## config.mk

```make
export PLATFORM = sky130hd
export DESIGN_NAME = instr_fetch
export DESIGN_NICKNAME = d
export VERILOG_FILES = /design/src/rtl/instr_fetch_pkg.sv /design/src/rtl/instr_fetch_pc.sv /design/src/rtl/instr_fetch.sv
export SDC_FILE = /design/constraint.sdc
export NUM_CORES = 1
export LEC_CHECK = 0
export ABC_AREA = 0
export CORE_MARGIN = 2
export CORE_UTILIZATION = 35
export DETAILED_ROUTE_END_ITERATION = 10
export PLACE_DENSITY_LB_ADDON = 0.15
export SLEW_MARGIN = 20
export SYNTH_ARGS = -nofsm -noshare
export SYNTH_HDL_FRONTEND = slang
export SYNTH_HIERARCHICAL = 1
export SYNTH_SLANG_ARGS = --single-unit
```

## constraint.sdc

```tcl
create_clock -name clk -period 2 [get_ports clk]
set_clock_uncertainty 0.15 [all_clocks]
set_input_delay 0.2 -clock clk [delete_from_list [all_inputs] [get_ports clk]]
set_output_delay 0.2 -clock clk [all_outputs]
set_load 0.1 [all_outputs]
```

## src/rtl/instr_fetch_pkg.sv

```systemverilog
// Shared ISA constants (instruction field layout, halt opcode) and the fetch
// state encoding, used by both the fetch unit and the instruction register.
package instr_fetch_pkg;

  localparam int INSTR_W   = 16;
  localparam int OP_MSB    = 15;
  localparam int OP_LSB    = 10;
  localparam int OP_W      = OP_MSB - OP_LSB + 1;
  localparam int REG_S_BIT = 9;
  localparam int ACC_S_BIT = 8;
  localparam int VAL_MSB   = 7;

  localparam logic [OP_W-1:0] HALT_OP_DEF = 6'h3F;

  typedef enum logic [1:0] {
    ST_IDLE = 2'd0,
    ST_REQ  = 2'd1,
    ST_HOLD = 2'd2,
    ST_HALT = 2'd3
  } fetch_state_e;

  function automatic logic [OP_W-1:0] op_code(input logic [INSTR_W-1:0] word);
    return word[OP_MSB:OP_LSB];
  endfunction

endpackage

```

## src/rtl/instr_fetch_pc.sv

```systemverilog
// Program counter register: reset value, +1 step and branch load.
// A redirect load always wins over the increment.
module fetch_pc #(
  parameter int                ADDR_W   = 8,
  parameter logic [ADDR_W-1:0] RESET_PC = '0
) (
  input  logic              clk,
  input  logic              rst_n,
  input  logic              load_i,
  input  logic [ADDR_W-1:0] load_pc_i,
  input  logic              inc_i,
  output logic [ADDR_W-1:0] pc_o
);

  localparam logic [ADDR_W-1:0] ONE = {{(ADDR_W-1){1'b0}}, 1'b1};

  logic [ADDR_W-1:0] pc_q;
  logic [ADDR_W-1:0] pc_d;

  // Increment wraps naturally modulo 2^ADDR_W.
  always_comb begin
    pc_d = pc_q;
    if (load_i) begin
      pc_d = load_pc_i;
    end else if (inc_i) begin
      pc_d = pc_q + ONE;
    end
  end

  always_ff @(posedge clk or negedge rst_n) begin
    if (!rst_n) begin
      pc_q <= RESET_PC;
    end else begin
      pc_q <= pc_d;
    end
  end

  assign pc_o = pc_q;

endmodule

```

## src/rtl/instr_fetch.sv

```systemverilog
// Instruction fetch unit: single-outstanding req/ack reads from program memory,
// one-word buffer toward the IR over valid/ready, branch redirect and halt.
//
// Handshakes: memory side keeps mem_req/mem_addr stable until the one-cycle
// mem_ack pulse; IR side keeps instr/instr_pc stable while instr_valid=1 and
// the word moves on a rising edge where instr_valid & instr_ready are both 1.
module instr_fetch
  import instr_fetch_pkg::*;
#(
  parameter int                ADDR_W   = 8,
  parameter logic [ADDR_W-1:0] RESET_PC = '0,
  parameter logic [OP_W-1:0]   HALT_OP  = HALT_OP_DEF
) (
  input  logic               clk,
  input  logic               rst_n,
  input  logic               fetch_en,
  input  logic               br_valid,
  input  logic [ADDR_W-1:0]  br_target,
  output logic               mem_req,
  output logic [ADDR_W-1:0]  mem_addr,
  input  logic               mem_ack,
  input  logic [INSTR_W-1:0] mem_rdata,
  output logic [INSTR_W-1:0] instr,
  output logic [ADDR_W-1:0]  instr_pc,
  output logic               instr_valid,
  input  logic               instr_ready,
  output logic               halted
);

  fetch_state_e       state_q;
  logic               mem_req_q;
  logic [ADDR_W-1:0]  mem_addr_q;
  logic [INSTR_W-1:0] instr_q;
  logic [ADDR_W-1:0]  instr_pc_q;
  logic               instr_valid_q;
  logic               halted_q;
  logic               kill_q;

  logic [ADDR_W-1:0]  pc;
  logic               pc_load;
  logic               pc_inc;
  logic               xfer;
  logic               halt_word;
  logic               deliver;
  logic [ADDR_W-1:0]  next_req_addr;

  // A word is only kept when its request was neither killed earlier nor hit
  // by a redirect on the ack cycle itself.
  always_comb begin
    xfer          = instr_valid_q & instr_ready;
    halt_word     = (op_code(instr_q) == HALT_OP);
    deliver       = (state_q == ST_REQ) & mem_ack & ~kill_q & ~br_valid;
    pc_load       = br_valid;
    pc_inc        = deliver;
    next_req_addr = br_valid ? br_target : pc;
  end

  fetch_pc #(
    .ADDR_W   (ADDR_W),
    .RESET_PC (RESET_PC)
  ) u_pc (
    .clk       (clk),
    .rst_n     (rst_n),
    .load_i    (pc_load),
    .load_pc_i (br_target),
    .inc_i     (pc_inc),
    .pc_o      (pc)
  );

  always_ff @(posedge clk or negedge rst_n) begin
    if (!rst_n) begin
      state_q       <= ST_IDLE;
      mem_req_q     <= 1'b0;
      mem_addr_q    <= RESET_PC;
      instr_q       <= '0;
      instr_pc_q    <= '0;
      instr_valid_q <= 1'b0;
      halted_q      <= 1'b0;
      kill_q        <= 1'b0;
    end else begin
      case (state_q)
        ST_IDLE: begin
          if (fetch_en) begin
            state_q    <= ST_REQ;
            mem_req_q  <= 1'b1;
            mem_addr_q <= next_req_addr;
          end
        end

        ST_REQ: begin
          if (mem_ack) begin
            kill_q <= 1'b0;
            if (deliver) begin
              instr_q       <= mem_rdata;
              instr_pc_q    <= pc;
              instr_valid_q <= 1'b1;
              mem_req_q     <= 1'b0;
              state_q       <= ST_HOLD;
            end else if (fetch_en) begin
              // Discarded word: chain straight into the redirected request.
              mem_addr_q <= next_req_addr;
            end else begin
              mem_req_q <= 1'b0;
              state_q   <= ST_IDLE;
            end
          end else if (br_valid) begin
            kill_q <= 1'b1;
          end
        end

        ST_HOLD: begin
          if (br_valid || xfer) begin
            instr_valid_q <= 1'b0;
            if (!br_valid && halt_word) begin
              halted_q <= 1'b1;
              state_q  <= ST_HALT;
            end else if (fetch_en) begin
              state_q    <= ST_REQ;
              mem_req_q  <= 1'b1;
              mem_addr_q <= next_req_addr;
            end else begin
              state_q <= ST_IDLE;
            end
          end
        end

        ST_HALT: begin
          if (br_valid) begin
            halted_q <= 1'b0;
            if (fetch_en) begin
              state_q    <= ST_REQ;
              mem_req_q  <= 1'b1;
              mem_addr_q <= br_target;
            end else begin
              state_q <= ST_IDLE;
            end
          end
        end

        default: state_q <= ST_IDLE;
      endcase
    end
  end

  assign mem_req     = mem_req_q;
  assign mem_addr    = mem_addr_q;
  assign instr       = instr_q;
  assign instr_pc    = instr_pc_q;
  assign instr_valid = instr_valid_q;
  assign halted      = halted_q;

endmodule
```

==> impl_metrics.tcl <==
set metrics [dict create \
    status "complete, no violations" \
    io_pins 65 \
    area_growth_pct 39.7 \
    critPathRequiredTime_ns 2.04 \
    end_kind "flop" \
    die_w_um 81.2 \
    fmax_mhz 545 \
    core_area_um2 5850 \
    cp_max_fo 27 \
    dieArea_um2 6590 \
    r2r_slack_ns 0.17 \
    crit_arrival_ns 1.87 \
    setup_viol 0 \
    cp.buffers_inverters 1 \
    first_pass_iters 4 \
    num_rows 28 \
    cp_slowest_cell "dfrtp_1" \
    ant_nets 0 \
    slew_headroom_pct 51.1 \
    crit_chain "and2b_2 -> nand3_4 -> buf_4 -> mux2_2" \
    drcViolationCount 0 \
    worst_pin_slew_ns 0.734 \
    initial_utilization_pct 35.7 \
    dp_hpwl_mm 3.20 \
    yosysSeqAreaShare_pct 55.2 \
    h-tree-depth 2 \
    viasPerCell 4.92 \
    routed_wl_mm 4.55 \
    clock_latency_ns 0.30 \
    die_y_um 81.2 \
    final.period_utilization_pct 91.7 \
    postCtsSetupRepairBufs 0 \
    synthCells 163 \
    cts_buffer_depth 2 \
    grt_pass1_wl_mm 7.75 \
    grt_overflow 0 \
    hold_path.class "input port to asynchronous set/reset pin" \
    cts-root-buf "clkbuf_8" \
    yosys_warnings 6 \
    clkTransAtPathRegs_ns 0.08 \
    layout_common_cells "44 x buf_4, 39 x mux2_2, 39 x dfrtp_1" \
    layout.nets 271 \
    cts.sinks 46 \
    syn_area_um2 2090 \
    layout_commonest_cell "buf_4" \
    grt_max_degree 34 \
    synth_seq_cells 46 \
    wl_per_cell_um 14.4 \
    gp_congestion 0.794 \
    setup-tns-final_ns 0 \
    tritoncts "yes" \
    worstSetupStartpointType "flop" \
    synth_nets 194 \
    vias 1556 \
    finalHoldViolCount 0 \
    finalMaxSlewViolations 0 \
    drive_above_1_share_pct 43.6 \
    drt_iter0_drc 84 \
    grt_setup_unrepaired "no" \
    drv_cap 0 \
    track_usage_pct 15.5 \
    io_buffers 64 \
    grt_pass1_vias 1569 \
    stdcell_count 316 \
    cts_inserted_buffers 5 \
    slowest_delay_ns 0.47 \
    place_inst 307 \
    finalCriticalPeriod_ns 1.83 \
    syn_area_per_cell_um2 12.8 \
    antenna_cells 0 \
    path_delay_family "flip-flops" \
    crit_type "flop to flop" \
    synthDistinctLibCells 31 \
    antenna_found_initial 0 \
]
==> layer usage <==
metal  wire, um  vias to the layer above  track usage [%]
met1       1980                      770             19.2
met4         52                        0             4.58
met3        268                        5             5.00
met5          0                        -                0
li1           -                      735                -
met2       2240                       46             25.9
==> final timing paths <==
kind	from	end	depth (start not counted)
setup / recovery	state_q[0]	instr[5]	4
hold / removal	rst_n	instr[2]	2
setup reg to reg	state_q[0]	instr[5]	4
hold reg to reg	instr[6]	instr[6]	1
max in group asynchronous	rst_n	mem_addr[4]	3
min in group clk	br_target[5]	u_pc/pc_o[5]	3
==> what timing repair did <==
action | 4_1_cts | 5_1_grt
endpoints found under the hold margin | 31 | 0
hold buffers | 1 | 0
resized for setup | 0 | 0
==> registers in the layout, summed over array words and instances (netlist names) <==
name         cells
state_q          2
mem_addr         8
instr_valid      1
kill_q           1
instr           16
mem_req          1
u_pc/pc_o        8
halted           1
instr_pc         8
==> cell usage after synthesis <==
library cell | count | area (um^2)
buf_2 | 1 | 5.00
nor2_1 | 4 | 15.0
mux2_1 | 1 | 11.3
xor2_1 | 3 | 26.3
o21ai_1 | 2 | 10.0
dfrtp_1 | 46 | 1150
nand3_1 | 8 | 40.0
o21ai_0 | 8 | 40.0
ha_1 | 1 | 12.5
mux2i_1 | 1 | 10.0
nand2b_1 | 2 | 12.5
nand4_1 | 2 | 12.5
clkbuf_1 | 2 | 7.51
and2b_2 | 1 | 8.76
nand4b_1 | 2 | 17.5
or4_1 | 3 | 22.5
a2bb2oi_1 | 1 | 8.76
nor2b_1 | 4 | 25.0
inv_1 | 2 | 7.51
nand3_4 | 1 | 17.5
nand4b_4 | 1 | 23.8
nand2_1 | 15 | 56.3
buf_4 | 2 | 15.0
a21oi_1 | 5 | 25.0
nand4_4 | 1 | 21.3
a21oi_2 | 1 | 8.76
o21bai_1 | 1 | 7.51
nor3_2 | 1 | 10.0
o22a_1 | 1 | 8.76
mux2_2 | 39 | 439
xnor2_1 | 1 | 8.76
==> cell type report <==
class | instances | area, um^2
Fill cell | 518 | 2940
Sequential cell | 46 | 1160
Multi-Input combinational cell | 110 | 900
Timing Repair Buffer | 75 | 646
Tap cell | 75 | 93.8
Clock buffer | 7 | 76.3
Clock inverter | 1 | 30.0
Inverter | 2 | 7.51
==> stage by stage <==
stage	setup WS [ns]	hold WS (ns)	area (um^2)	util, %
CTS	0.149	0.334	2910	49.8
finish	0.166	0.345	2910	49.8
global route	0.0290	0.337	2910	49.8
floorplan	0.0217	-0.246	2100	-
global placement	0.0312	0.158	2800	47.8
detailed placement	0.0163	0.164	2800	47.8
==> cell families (layout without fill, tap and decap cells) <==
group           after synthesis  count (layout)  synth area share [%]
xor+xnor                      4               4                  1.68
mux                          41              41                  22.1
flops                        46              46                  55.2
buf+inv                       7              85                  1.68
fa+ha+maj                     1               1                 0.600
compound gates               19              19                  5.22
simple gates                 45              45                  13.6
==> worst reg2reg max path, cell delays in order (launching register included) <==
cell	delay, ns
dfrtp_1	0.47
and2b_2	0.29
nand3_4	0.07
buf_4	0.34
mux2_2	0.40
Power is not shown: default switching activity piles up to over one toggle a cycle in this logic, so the estimate is an artifact.
